$ cat src/rtl/cr16_ctrl_fsm.sv
// cr16_ctrl_fsm: multicycle main control unit for the CR16 datapath.
// Fetches an instruction over a req/ack handshake, decodes it and then sequences
// the ALU, register-file, memory and PC strobes. It also produces ALUop and
// OPCodeExtention for the downstream ALU control decoder.
//
// Ports:
//   clk, reset         single clock, synchronous active-high reset
//   instr[15:0]        memory read data (instruction word)
//   mem_ack            memory completion, may coincide with mem_req
//   flags[4:0]         PSR flags {C,L,F,Z,N}
//   ALUop[2:0]         ALU operation class for the ALU control decoder
//   OPCodeExtention    IR[7:4] for R-type and shift ops, else 0
//   alu_src_b          0 = Rsrc, 1 = immediate
//   imm_mode[1:0]      00 sext, 01 zext, 10 <<8
//   ir_we, pc_we       instruction / program counter write enables
//   reg_we, flags_we   register file / PSR write enables
//   pc_src[1:0]        00 PC+1, 01 PC+disp, 10 Rtarget
//   wb_sel             0 = ALU, 1 = memory
//   mem_req, mem_we    memory strobes
//   addr_sel           0 = PC, 1 = Raddr
//   state[2:0]         debug view of the current state
//   fault              sticky error flag
module cr16_ctrl_fsm #(
  parameter int unsigned MEM_TIMEOUT = 15
) (
  input  logic        clk,
  input  logic        reset,
  input  logic [15:0] instr,
  input  logic        mem_ack,
  input  logic [4:0]  flags,
  output logic [2:0]  ALUop,
  output logic [3:0]  OPCodeExtention,
  output logic        alu_src_b,
  output logic [1:0]  imm_mode,
  output logic        ir_we,
  output logic        pc_we,
  output logic        reg_we,
  output logic        flags_we,
  output logic [1:0]  pc_src,
  output logic        wb_sel,
  output logic        mem_req,
  output logic        mem_we,
  output logic        addr_sel,
  output logic [2:0]  state,
  output logic        fault
);

  // Counter only needs to reach MEM_TIMEOUT-1; the next un-acked cycle faults.
  localparam int unsigned CntW = (MEM_TIMEOUT > 1) ? $clog2(MEM_TIMEOUT) : 1;
  localparam logic [CntW-1:0] TmoLast = CntW'(MEM_TIMEOUT - 1);

  typedef enum logic [2:0] {
    StFetch  = 3'd0,
    StDecode = 3'd1,
    StExec   = 3'd2,
    StMem    = 3'd3,
    StBranch = 3'd4,
    StHalt   = 3'd7
  } state_e;

  state_e          r_state, w_state_d;
  logic [15:4]     r_ir;
  logic [2:0]      r_aluop;
  logic [3:0]      r_ext;
  logic            r_srcb;
  logic [1:0]      r_imm;
  logic            r_no_wb, r_is_load, r_is_stor, r_is_jcond;
  logic            r_fault;
  logic [CntW-1:0] r_tmo, w_tmo_d;

  state_e          w_dec_state;
  logic [2:0]      w_dec_aluop;
  logic [3:0]      w_dec_ext;
  logic            w_dec_srcb;
  logic [1:0]      w_dec_imm;
  logic            w_dec_no_wb, w_dec_load, w_dec_stor, w_dec_jcond;
  logic            w_cond, w_mem_req, w_tmo_hit, w_moore_en;
  logic            w_unused_instr;

  // Low instruction bits (registers, displacement) are consumed by the datapath IR.
  assign w_unused_instr = ^instr[3:0];

  // Decode of the latched instruction; results are registered on DECODE exit.
  always_comb begin
    w_dec_state = StExec;
    w_dec_aluop = 3'b000;
    w_dec_imm   = 2'b00;
    w_dec_srcb  = 1'b1;
    w_dec_no_wb = 1'b0;
    w_dec_load  = 1'b0;
    w_dec_stor  = 1'b0;
    w_dec_jcond = 1'b0;
    unique case (r_ir[15:12])
      4'b0000: begin
        w_dec_srcb  = 1'b0;
        w_dec_no_wb = (r_ir[7:4] == 4'b1011);  // CMP
      end
      4'b0101: w_dec_aluop = 3'b001;
      4'b1001: w_dec_aluop = 3'b010;
      4'b1011: begin
        w_dec_aluop = 3'b010;
        w_dec_no_wb = 1'b1;                   // CMPI
      end
      4'b0001: begin w_dec_aluop = 3'b011; w_dec_imm = 2'b01; end
      4'b0010: begin w_dec_aluop = 3'b100; w_dec_imm = 2'b01; end
      4'b0011: begin w_dec_aluop = 3'b101; w_dec_imm = 2'b01; end
      4'b1101: begin w_dec_aluop = 3'b110; w_dec_imm = 2'b01; end
      4'b1111: begin w_dec_aluop = 3'b110; w_dec_imm = 2'b10; end
      4'b1000: w_dec_aluop = 3'b111;
      4'b0100: begin
        w_dec_srcb = 1'b0;
        unique case (r_ir[7:4])
          4'b0000: begin w_dec_state = StMem;    w_dec_load  = 1'b1; end
          4'b0100: begin w_dec_state = StMem;    w_dec_stor  = 1'b1; end
          4'b1100: begin w_dec_state = StBranch; w_dec_jcond = 1'b1; end
          default: w_dec_state = StHalt;
        endcase
      end
      4'b1100: begin w_dec_state = StBranch; w_dec_srcb = 1'b0; end
      default: begin w_dec_state = StHalt; w_dec_srcb = 1'b0; end
    endcase
    w_dec_ext = (w_dec_aluop == 3'b000 || w_dec_aluop == 3'b111) ? r_ir[7:4] : 4'b0000;
  end

  // Branch condition, flags = {C,L,F,Z,N}.
  always_comb begin
    w_cond = 1'b0;
    unique case (r_ir[11:8])
      4'h0: w_cond = flags[1];
      4'h1: w_cond = ~flags[1];
      4'h2: w_cond = flags[4];
      4'h3: w_cond = ~flags[4];
      4'h4: w_cond = flags[3];
      4'h5: w_cond = ~flags[3];
      4'h6: w_cond = flags[0];
      4'h7: w_cond = ~flags[0];
      4'h8: w_cond = flags[2];
      4'h9: w_cond = ~flags[2];
      4'hA: w_cond = ~flags[3] & ~flags[1];
      4'hB: w_cond = flags[3] | flags[1];
      4'hC: w_cond = ~flags[0] & ~flags[1];
      4'hD: w_cond = flags[0] | flags[1];
      4'hE: w_cond = 1'b1;
      4'hF: w_cond = 1'b0;
    endcase
  end

  assign w_mem_req = (r_state == StFetch) || (r_state == StMem);
  assign w_tmo_hit = w_mem_req & ~mem_ack & (r_tmo == TmoLast);

  // Next state and strobes.
  always_comb begin
    w_state_d = r_state;
    ir_we     = 1'b0;
    pc_we     = 1'b0;
    reg_we    = 1'b0;
    flags_we  = 1'b0;
    pc_src    = 2'b00;
    wb_sel    = 1'b0;
    mem_req   = 1'b0;
    mem_we    = 1'b0;
    addr_sel  = 1'b0;
    unique case (r_state)
      StFetch: begin
        mem_req = 1'b1;
        if (mem_ack) begin
          ir_we     = 1'b1;
          pc_we     = 1'b1;
          w_state_d = StDecode;
        end
      end
      StDecode: w_state_d = w_dec_state;
      StExec: begin
        flags_we  = 1'b1;
        reg_we    = ~r_no_wb;
        w_state_d = StFetch;
      end
      StMem: begin
        mem_req  = 1'b1;
        addr_sel = 1'b1;
        mem_we   = r_is_stor;
        if (mem_ack) begin
          reg_we    = r_is_load;
          wb_sel    = r_is_load;
          w_state_d = StFetch;
        end
      end
      StBranch: begin
        if (w_cond) begin
          pc_we  = 1'b1;
          pc_src = r_is_jcond ? 2'b10 : 2'b01;
        end
        w_state_d = StFetch;
      end
      StHalt: w_state_d = StHalt;
      default: w_state_d = StHalt;
    endcase
    if (w_tmo_hit) begin
      w_state_d = StHalt;
    end
    // Reset abandons any transaction in the same cycle.
    if (reset) begin
      ir_we    = 1'b0;
      pc_we    = 1'b0;
      reg_we   = 1'b0;
      flags_we = 1'b0;
      pc_src   = 2'b00;
      wb_sel   = 1'b0;
      mem_req  = 1'b0;
      mem_we   = 1'b0;
      addr_sel = 1'b0;
    end
  end

  always_comb begin
    w_tmo_d = r_tmo;
    if (mem_ack || (w_state_d != r_state)) begin
      w_tmo_d = '0;
    end else if (w_mem_req) begin
      w_tmo_d = r_tmo + 1'b1;
    end
  end

  // Decode fields are only visible while the decoded instruction executes.
  assign w_moore_en      = ~reset &
                           ((r_state == StExec) || (r_state == StMem) || (r_state == StBranch));
  assign ALUop           = w_moore_en ? r_aluop : 3'b000;
  assign OPCodeExtention = w_moore_en ? r_ext   : 4'b0000;
  assign alu_src_b       = w_moore_en & r_srcb;
  assign imm_mode        = w_moore_en ? r_imm   : 2'b00;
  assign state           = reset ? 3'b000 : r_state;
  assign fault           = r_fault & ~reset;

  always_ff @(posedge clk) begin
    if (reset) begin
      r_state    <= StFetch;
      r_ir       <= '0;
      r_aluop    <= '0;
      r_ext      <= '0;
      r_srcb     <= 1'b0;
      r_imm      <= '0;
      r_no_wb    <= 1'b0;
      r_is_load  <= 1'b0;
      r_is_stor  <= 1'b0;
      r_is_jcond <= 1'b0;
      r_fault    <= 1'b0;
      r_tmo      <= '0;
    end else begin
      r_state <= w_state_d;
      r_tmo   <= w_tmo_d;
      if (ir_we) begin
        r_ir <= instr[15:4];
      end
      if (r_state == StDecode) begin
        r_aluop    <= w_dec_aluop;
        r_ext      <= w_dec_ext;
        r_srcb     <= w_dec_srcb;
        r_imm      <= w_dec_imm;
        r_no_wb    <= w_dec_no_wb;
        r_is_load  <= w_dec_load;
        r_is_stor  <= w_dec_stor;
        r_is_jcond <= w_dec_jcond;
      end
      if (w_state_d == StHalt) begin
        r_fault <= 1'b1;
      end
    end
  end

endmodule

$ cat config.mk
export PLATFORM = sky130hd
export DESIGN_NAME = cr16_ctrl_fsm
export DESIGN_NICKNAME = d
export VERILOG_FILES = /design/src/rtl/cr16_ctrl_fsm.sv
export SDC_FILE = /design/constraint.sdc
export NUM_CORES = 1
export LEC_CHECK = 0
export CELL_PAD_IN_SITES_DETAIL_PLACEMENT = 1
export CELL_PAD_IN_SITES_GLOBAL_PLACEMENT = 1
export CORE_MARGIN = 5
export CORE_UTILIZATION = 48
export DETAILED_ROUTE_END_ITERATION = 10
export DONT_BUFFER_PORTS = 1
export HOLD_SLACK_MARGIN = 0.15
export PLACE_DENSITY = 0.95
export SYNTH_ARGS = -nofsm -noshare
export SYNTH_HDL_FRONTEND = slang
export SYNTH_SLANG_ARGS = --single-unit
$ cat constraint.sdc
create_clock -name clk -period 2.6 [get_ports clk]
set_input_delay 0.52 -clock clk [delete_from_list [all_inputs] [get_ports clk]]
set_output_delay 0.52 -clock clk [all_outputs]
set_load 0.05 [all_outputs]
==> results of run 1 <==
==> cell usage after synthesis, types with 2 or more instances <==
cell type,count
nor3b_1,2
a32oi_1,2
a21oi_1,27
and2_1,15
a22oi_1,6
xor2_1,2
nand2_1,36
nand4_1,3
o211ai_1,2
nor2b_1,5
dfxtp_1,34
o21bai_1,2
o21ai_0,9
a211oi_1,3
or4_1,3
clkbuf_1,10
a31oi_1,3
nand3_1,2
nor3_1,6
buf_2,3
a221o_1,2
nor2_1,33
nand2b_1,3
inv_1,5
ha_1,2
or2_1,2
and3_1,3
==> metal layers <==
| metal | GRT usage | share of wire | vias to the layer above |
|---|---|---|---|
| li1 | - | - | 913 |
| met1 | 0.243 | 0.38 | 911 |
| met2 | 0.412 | 0.54 | 64 |
| met3 | 0.0596 | 0.053 | 13 |
| met4 | 0.0835 | 0.024 | 0 |
| met5 | 0 | 0 | - |
==> through the flow <==
stage                     power [mW]  setup slack [ns]  hold slack, ns
after global placement         0.925             0.293           0.432
after CTS                       1.45            0.0165           0.284
after floorplan                0.857            0.0880           0.427
after detailed placement       0.946             0.179           0.441
after global routing            1.53           -0.0590           0.280
final                           1.46            0.0145           0.300
==> flip-flops by register name, summed over array words and instances, names as in the netlist <==
signal      flops
r_ir           12
r_ext           4
r_tmo           4
r_aluop         3
r_state         3
r_imm           2
r_fault         1
r_is_jcond      1
r_is_load       1
r_is_stor       1
r_no_wb         1
r_srcb          1
==> power by group <==
part           internal (mW)  total (mW)  switching (mW)
logic                  0.126       0.339           0.213
registers              0.559       0.617          0.0588
clock network          0.307       0.501           0.195
total                  0.991        1.46           0.466
==> area by class of cell <==
class,instances,area share
Clock buffer,6,0.0368
Sequential cell,34,0.306
Tap cell,48,0.0268
Multi-Input combinational cell,192,0.499
Inverter,6,0.0100
Timing Repair Buffer,28,0.108
Clock inverter,1,0.0134
==> kinds of logic (layout without fill, tap and decap cells) <==
| family | count (synthesis) | in the layout | synth area share |
|---|---|---|---|
| AO/OA/AOI/OAI | 66 | 66 | 0.230 |
| buffers and inverters | 21 | 41 | 0.0484 |
| XOR/XNOR | 3 | 3 | 0.0141 |
| AND/OR/NAND/NOR | 119 | 119 | 0.314 |
| multiplexers | 2 | 2 | 0.0141 |
| adder cells (fa/ha/maj) | 2 | 2 | 0.0134 |
| flip-flops | 34 | 34 | 0.366 |
==> layout by cell type (no fill, tap or decap), types with 3 or more instances in the layout <==
master    count
nand4_1       3
a22oi_1       6
nor3_1        6
nand2b_1      3
dfxtp_1      32
nor2b_1       4
nand2_1      36
clkbuf_8      6
a211oi_1      3
and2_1       15
nor2_1       33
inv_1         5
a21oi_1      26
o21ai_0       8
a31oi_1       3
or4_1         3
buf_4        24
==> how the worst max path moves through the flow <==
stage | from | end | cells past startpoint
after floorplan | r_state[2]$_SDFF_PP0_ | pc_we | 4
after global placement | r_ir[9]$_SDFFE_PP0P_ | pc_src[1] | 6
after detailed placement | r_ir[9]$_SDFFE_PP0P_ | pc_src[0] | 6
after CTS | r_ir[8]$_SDFFE_PP0P_ | pc_we | 6
after global routing | r_ir[9]$_SDFFE_PP0P_ | pc_we | 6
final | r_ir[9]$_SDFFE_PP0P_ | pc_we | 6
==> repair_timing <==
action	CTS	global route
pin swaps	1	0
endpoints found under the setup margin	3	3
resized for setup	7	4
==> impl_metrics.json, run 1 <==
{
  "final_net_count": 293,
  "synth_edf_count": 0,
  "detail_route.wl_per_cell_um": 18.8,
  "path_cells": "mux2_2 -> nor4b_1 -> a311oi_2 -> a21oi_2 -> or2_1 -> buf_12",
  "path_max_fanout": 8,
  "power_density_nw_per_um2": 650,
  "grt_first_pass_wirelength_mm": 9.13,
  "detailed_place.area_um2": 2090,
  "initialDrtViolationCount": 125,
  "netlist.top_cell.by_area": "dfxtp_1",
  "first_pass_iters": 4,
  "post_cts_hold_buffer_count": 0,
  "finalSetupViolCount": 0,
  "cts.clk_slew.worst_paths_ns": 0.07,
  "critical_path.reg2reg.startpoint": "r_ir[14]$_SDFFE_PP0P_",
  "cts_sinks": 34,
  "cp.arrival_ns": 2.07,
  "die-width_um": 72.3,
  "clock_tree.buffer_depth": 2,
  "synthFlopType": "dfxtp_1",
  "register_area_um2": 686,
  "insertion_delay_ns": 0.29,
  "cap_viol_max_count": 0,
  "timing.critical_path.max_delay_family": "simple AND/OR/NAND/NOR gates",
  "async_flop_share": 0,
  "stdcell_count": 315,
  "worst-endpoint-required_ns": 2.08,
  "hold_path.startpoint": "reset",
  "fin_util": 0.603,
  "setup-tns-final_ns": 0,
  "min_delay_path_depth": 1,
  "synth.yosys.seq_area_share": 0.366,
  "report.final.slew_viol_count": 0,
  "worst-setup-path-type": "register to output port",
  "post-synth-top-area-fraction": 0.366,
  "io_pins": 48,
  "reg2reg_slack_ns": 0.75,
  "core-area_um2": 3720,
  "synthesis.yosys.warnings": 0,
  "place_inst": 308,
  "finalHoldViolations": 0,
  "post_synth_main_area_contributors": "dfxtp_1, a21oi_1, nand2_1, nor2_1, and2_1",
  "ant_nets": 0,
  "fmax_ghz": 0.387,
  "layout_min_cycle_time_ns": 2.59,
  "floorplan.die.height_um": 72.3,
  "synth-seq-cells": 34,
  "slowest_stage": "dfxtp_4",
  "worst-path-buf-inv": 1,
  "multiInputGateArea_um2": 1120,
  "grt-ovfl-total": 0,
  "reg2reg_to": "r_fault$_SDFFE_PP0N_",
  "dpl.hpwl_mm": 3.84,
  "layout-drive-gt1-share": 0.180,
  "flow.area_growth_from_synthesis_pct": 20.5,
  "pin_count_of_the_biggest_net_entering_global_routing": 40,
  "reg2reg_depth": 4,
  "placementRows": 22,
  "status": "complete, no violations",
  "cts_buffers": 5,
  "htree_levels": 2,
  "rsz0062_at_grt": "true",
  "cts.root.buffer_cell": "clkbuf_8",
  "worst_slew_pin_slew_ns": 0.595,
  "fin_skew_ns": 0.00450,
  "globalRouteTotalUtil": 0.224,
  "drc_errors": 0,
  "gpl.final_weighted_congestion": 0.818,
  "avgViaCountPerCell": 6.03,
  "final_cell_area_um2": 2240,
  "maxSlewHeadroom": 0.602,
  "synth.lib_cells_used.distinct": 49,
  "longest_individual_stage_delay_on_the_worst_path_ns": 0.41,
  "number_of_antenna_violations_at_the_first_check_in_global_routing": 0,
  "syn_nets": 273,
  "synth.avg_cell_area_um2": 7.53,
  "hold-path-endpoint": "r_ir[10]$_SDFFE_PP0P_",
  "min-delay-path-class": "primary input to register",
  "worstSetupEndpointType": "output port",
  "first_global_vias": 1944,
  "route.final.wire_length_mm": 5.91,
  "number_of_buffers_added_for_setup_after_cts": 0,
  "tritoncts_clock_tree": "built",
  "antenna_cells": 0,
  "dr_total_vias": 1901,
  "cp-start-kind": "register",
  "buffer_ports.inserted": 0,
  "peakVddDrop_mv": 0.410,
  "syn_inst": 247,
  "die_area_um2": 5220,
  "synth.cell_area_um2": 1860,
  "filler_cell_count": 474,
  "final.period_utilization": 0.994,
  "power_leakage_nw": 0.862,
  "initial_util": 0.501
}
(Power assumes the default switching activity.)
==> inputs of run 2 (changes only) <==
--- a/config.mk
+++ b/config.mk
@@ -12,7 +12,7 @@
 export DETAILED_ROUTE_END_ITERATION = 10
 export DONT_BUFFER_PORTS = 1
 export HOLD_SLACK_MARGIN = 0.15
-export PLACE_DENSITY = 0.95
+export PLACE_DENSITY_LB_ADDON = 0.1
 export SYNTH_ARGS = -nofsm -noshare
 export SYNTH_HDL_FRONTEND = slang
 export SYNTH_SLANG_ARGS = --single-unit
==> run 2 against run 1 <==
Cell count unchanged; die area unchanged; sequential share of layout area increased by 0.28 points; total power decreased by 9.3%; global-route usage decreased by 0.59 points; sequential power about the same; flip-flop and latch count unchanged; register-to-register slack improved by 0.05 ns; worst hold slack improved by 0.0033 ns; routed wire length decreased by 5.9%; critical endpoint unchanged; critical path depth unchanged; clock skew increased by 0.00060 ns.
==> impl_metrics.json, run 2 (synthesized netlist as in run 1, its figures left out) <==
{
  "place_inst": 307,
  "post_cts_hold_buffer_count": 0,
  "highest-signal-layer": "met4",
  "largest_register_ffs": 12,
  "path_max_fanout": 8,
  "layout-drive-gt1-share": 0.199,
  "core-area_um2": 3720,
  "dpl.hpwl_mm": 3.78,
  "route.layer.met1.wl_mm": 2.33,
  "die_area_um2": 5220,
  "report.final.slew_viol_count": 0,
  "grt-ovfl-total": 0,
  "cts.root.buffer_cell": "clkbuf_8",
  "cts_sinks": 34,
  "clock_tree.buffer_depth": 2,
  "final.period_utilization": 1.00,
  "commonest_cells_after_routing_fill_and_taps_aside": "nand2_1, nor2_1, dfxtp_1, a21oi_1, buf_4",
  "final_net_count": 293,
  "initialDrtViolationCount": 131,
  "buffer_ports.inserted": 0,
  "worst-endpoint-required_ns": 2.08,
  "power_density_nw_per_um2": 593,
  "flow.area_growth_from_synthesis_pct": 19.8,
  "finalHoldViolations": 0,
  "tritoncts_clock_tree": "built",
  "route.met3.wl_um": 242,
  "initial_util": 0.501,
  "dr_total_vias": 1836,
  "totalPowerFinal_mw": 1.32,
  "post-place-ws_ns": 0.118,
  "cts_buffers": 5,
  "power_leakage_nw": 0.855,
  "insertion_delay_ns": 0.28,
  "pin_count_of_the_biggest_net_entering_global_routing": 40,
  "cp-start-kind": "register",
  "fin_skew_ns": 0.00509,
  "cap_viol_max_count": 0,
  "drc_errors": 0,
  "number_of_antenna_violations_at_the_first_check_in_global_routing": 0,
  "antenna_cells": 0,
  "layout_min_cycle_time_ns": 2.60,
  "die-width_um": 72.3,
  "timing.hold.ws_ns": 0.303,
  "stdcell_count": 315,
  "route.final.wire_length_mm": 5.56,
  "worst_slew_pin_slew_ns": 0.597,
  "top_regs": "r_ir x12, r_ext x4, r_tmo x4",
  "maxSlewHeadroom": 0.601,
  "fmax_ghz": 0.385,
  "final.setup.worst_slack_ns": 0.00108,
  "status": "complete, no violations",
  "worst-setup-path-type": "register to output port",
  "placementRows": 22,
  "first_pass_iters": 4,
  "detail_route.wl_per_cell_um": 17.6,
  "cp.arrival_ns": 2.08,
  "finalSetupViolCount": 0,
  "first_global_vias": 1941,
  "peakVddDrop_mv": 0.366,
  "avgViaCountPerCell": 5.83,
  "layout_commonest_cell": "nand2_1",
  "htree_levels": 2,
  "cts.clk_slew.worst_paths_ns": 0.07,
  "worstSetupEndpointType": "output port",
  "gpl.final_weighted_congestion": 0.738,
  "met2RoutedLength_mm": 2.89,
  "io_pins": 48,
  "floorplan.die.height_um": 72.3,
  "fin_util": 0.600,
  "globalRouteTotalUtil": 0.218,
  "largest-register": "r_ir",
  "grt_first_pass_wirelength_mm": 9.12,
  "min-delay-path-class": "primary input to register",
  "ant_nets": 0
}
==> run 2: cell count changes in the layout (fill, tap and decap cells not counted), moves of 2 or more <==
| cell | delta |
|---|---|
| dfxtp_1 | -2 |
| buf_4 | +2 |
| buf_6 | -2 |
| dfxtp_2 | +2 |
| clkinv_2 | +2 |
==> run 2: area by class of cell <==
type	count	area, um^2
Sequential cell	34	688
Multi-Input combinational cell	192	1140
Clock buffer	5	68.8
Fill cell	470	1490
Tap cell	48	60.1
Inverter	6	22.5
Timing Repair Buffer	28	235
Clock inverter	2	10.0
==> run 2: per-layer routing <==
layer	GRT usage	up-vias
met5	0	-
met4	0.0793	0
met3	0.0499	8
met2	0.383	43
met1	0.257	881
li1	-	904
==> run 2: stage by stage <==
| stage | instance area [um^2] | setup TNS, ns |
|---|---|---|
| after floorplan | 1860 | 0 |
| after global placement | 2080 | 0 |
| after detailed placement | 2080 | 0 |
| after CTS | 2200 | 0 |
| after global routing | 2230 | -0.150 |
| final | 2230 | 0 |
==> run 2: report_power, final <==
part | switching [mW] | leakage (nW) | internal, mW
clock | 0.183 | 0.0438 | 0.179
sequential | 0.0597 | 0.279 | 0.559
combinational | 0.211 | 0.532 | 0.130
==> run 2: timing repair <==
| item | CTS | global route |
|---|---|---|
| setup endpoints to repair | 3 | 3 |
| buffers inserted | 0 | 1 |
| pin swaps | 1 | 2 |
| gates resized for setup | 11 | 4 |
==> run 2: final timing paths <==
kind	start	endpoint	slack, ns	depth (start not counted)
setup / recovery	r_ir[10]$_SDFFE_PP0P_	pc_we	0.001	6
hold / removal	reset	r_state[0]$_SDFF_PP0_	0.30	1
setup reg to reg	r_ir[14]$_SDFFE_PP0P_	r_fault$_SDFFE_PP0N_	0.80	4
hold reg to reg	r_aluop[1]$_SDFFE_PP0P_	r_aluop[1]$_SDFFE_PP0P_	0.45	2
==> run 2: critical path, cell delays in order, from the launching register on <==
cell	delay (ns)
dfxtp_2	0.38
nor4b_4	0.45
nor4b_2	0.11
a311oi_2	0.32
a21oi_2	0.12
or2_1	0.26
buf_12	0.16
==> inputs of run 3 (changes only) <==
--- a/config.mk
+++ b/config.mk
@@ -13,6 +13,7 @@
 export DONT_BUFFER_PORTS = 1
 export HOLD_SLACK_MARGIN = 0.15
 export PLACE_DENSITY_LB_ADDON = 0.1
+export SETUP_SLACK_MARGIN = 0.5
 export SYNTH_ARGS = -nofsm -noshare
 export SYNTH_HDL_FRONTEND = slang
 export SYNTH_SLANG_ARGS = --single-unit
==> run 3 against run 2 <==
Worst hold slack improved by 0.0018 ns; routed wire length increased by 15%; cell count rose by 0.63%; clock power rose by 26%; maximum frequency grew 6.5%; core utilization up 5.6 points; combinational power up 20%; first-iteration DRC count grew 14%; critical path type unchanged; global-route usage increased by 1.3 points; cell area increased by 9.3%; count of clock-buffer cells in the layout increased by 3; sequential power is 0.6% higher.
==> impl_metrics.json, run 3 (synthesized netlist as in run 1, its figures left out) <==
{
  "grt-ovfl-total": 0,
  "placementRows": 22,
  "initialDrtViolationCount": 149,
  "dr_total_vias": 1943,
  "final_cell_area_um2": 2440,
  "buffer_ports.inserted": 0,
  "ant_nets": 0,
  "pin_count_of_the_biggest_net_entering_global_routing": 40,
  "rsz0062_at_grt": "true",
  "initial_util": 0.501,
  "largest-register": "r_ir",
  "cts.clk_slew.worst_paths_ns": 0.07,
  "totalPowerFinal_mw": 1.49,
  "finalSetupViolCount": 0,
  "cts_buffers": 5,
  "path_max_fanout": 8,
  "peakVddDrop_mv": 0.337,
  "min-delay-path-class": "primary input to register",
  "setup-tns-final_ns": 0,
  "highest-signal-layer": "met4",
  "cts.root.buffer_cell": "clkbuf_8",
  "core-area_um2": 3720,
  "number_of_antenna_violations_at_the_first_check_in_global_routing": 0,
  "fin_skew_ns": 0.0104,
  "io_pins": 48,
  "layout_min_cycle_time_ns": 2.44,
  "insertion_delay_ns": 0.29,
  "route.layer.met1.wl_mm": 2.54,
  "maxSlewHeadroom": 0.625,
  "worst-path-buf-inv": 0,
  "layout_commonest_cell": "nand2_1",
  "power_density_nw_per_um2": 611,
  "clock_tree.buffer_depth": 2,
  "antenna_cells": 0,
  "flow.area_growth_from_synthesis_pct": 30.9,
  "power_leakage_nw": 0.914,
  "place_inst": 300,
  "worst_slew_pin_slew_ns": 0.562,
  "slowest_stage": "dfxtp_2",
  "htree_levels": 2,
  "fin_util": 0.656,
  "route.final.wire_length_mm": 6.40,
  "detail_route.wl_per_cell_um": 20.2,
  "die-width_um": 72.3,
  "drc_errors": 0,
  "worstSetupEndpointType": "output port",
  "globalRouteTotalUtil": 0.231,
  "fmax_ghz": 0.410,
  "status": "complete, no violations",
  "stdcell_count": 317,
  "largest_register_ffs": 12,
  "finalHoldViolations": 0,
  "floorplan.die.height_um": 72.3,
  "cts_sinks": 34,
  "cap_viol_max_count": 0,
  "cp-start-kind": "register",
  "gpl.final_weighted_congestion": 0.762,
  "path_cells": "o21bai_1 -> a211o_1 -> a311oi_2 -> a21oi_2 -> or2_4",
  "tritoncts_clock_tree": "built",
  "layout-drive-gt1-share": 0.297,
  "route.met3.wl_um": 365,
  "top_regs": "r_ir x12, r_ext x4, r_tmo x4",
  "cp.arrival_ns": 1.92,
  "first_global_vias": 1974,
  "detailed_place.area_um2": 2040,
  "commonest_cells_after_routing_fill_and_taps_aside": "nand2_1, nor2_1, dfxtp_1, a21oi_1, buf_4",
  "final.period_utilization": 0.938,
  "grt_first_pass_wirelength_mm": 9.58,
  "final_net_count": 294,
  "first_pass_iters": 4,
  "dpl.hpwl_mm": 3.72,
  "worst-setup-path-type": "register to output port",
  "longest_individual_stage_delay_on_the_worst_path_ns": 0.38,
  "worst-endpoint-required_ns": 2.08,
  "timing.critical_path.max_delay_family": "compound AO/OA/AOI/OAI gates",
  "met2RoutedLength_mm": 3.30,
  "die_area_um2": 5220,
  "report.final.slew_viol_count": 0,
  "avgViaCountPerCell": 6.13
}
## run 3: cell count changes in the layout (fill, tap and decap cells not counted), sizes merged
cell / previous run / this run
clkinv: 2 / 0
buf: 28 / 29
clkbuf: 5 / 8
## run 3: layout make-up
cell class	instances	area (um^2)
Inverter	6	22.5
Tap cell	48	60.1
Multi-Input combinational cell	192	1240
Sequential cell	34	693
Clock buffer	8	110
Timing Repair Buffer	29	308
Fill cell	450	1280
## run 3: final timing paths
path,startpoint,endpoint,slack (ns),cells past startpoint
worst min register to register,r_imm[1]$_SDFFE_PP0P_,r_imm[1]$_SDFFE_PP0P_,0.45,2
worst min-delay path,reset,r_state[2]$_SDFF_PP0_,0.31,1
worst max register to register,r_ir[14]$_SDFFE_PP0P_,r_fault$_SDFFE_PP0N_,0.72,4
worst max-delay path,r_ir[10]$_SDFFE_PP0P_,pc_we,0.16,5
## run 3: where the power goes
group          total (mW)  switching, mW  leakage, nW  internal [mW]
combinational       0.410          0.244        0.576          0.166
sequential          0.623         0.0631        0.280          0.560
clock               0.456          0.189       0.0575          0.267
total                1.49          0.496        0.914          0.994
## run 3: repair_timing
item	CTS	global route
cloned	1	0
resized for setup	53	10
hold buffers	0	0
setup endpoints to repair	15	17
setup buffers	4	4
pin swaps	16	6
## run 3: stage by stage
step | worst slack, ns | hold slack (ns)
after floorplan | 0.401 | 0.427
after global placement | 0.317 | 0.429
after detailed placement | 0.179 | 0.440
after CTS | 0.161 | 0.297
after global routing | 0.0811 | 0.281
final | 0.161 | 0.305
## run 3: routing by layer
metal	vias to the layer above	global-route usage
met5	-	0
met4	0	0.0522
met3	20	0.0429
met2	74	0.424
met1	937	0.276
li1	912	-
## run 3: worst reg2reg max path, stage by stage, from the launching register on
cell	delay, ns
dfxtp_1	0.67
nand3_1	0.35
a221o_1	0.48
a41o_1	0.23
a21oi_1	0.10
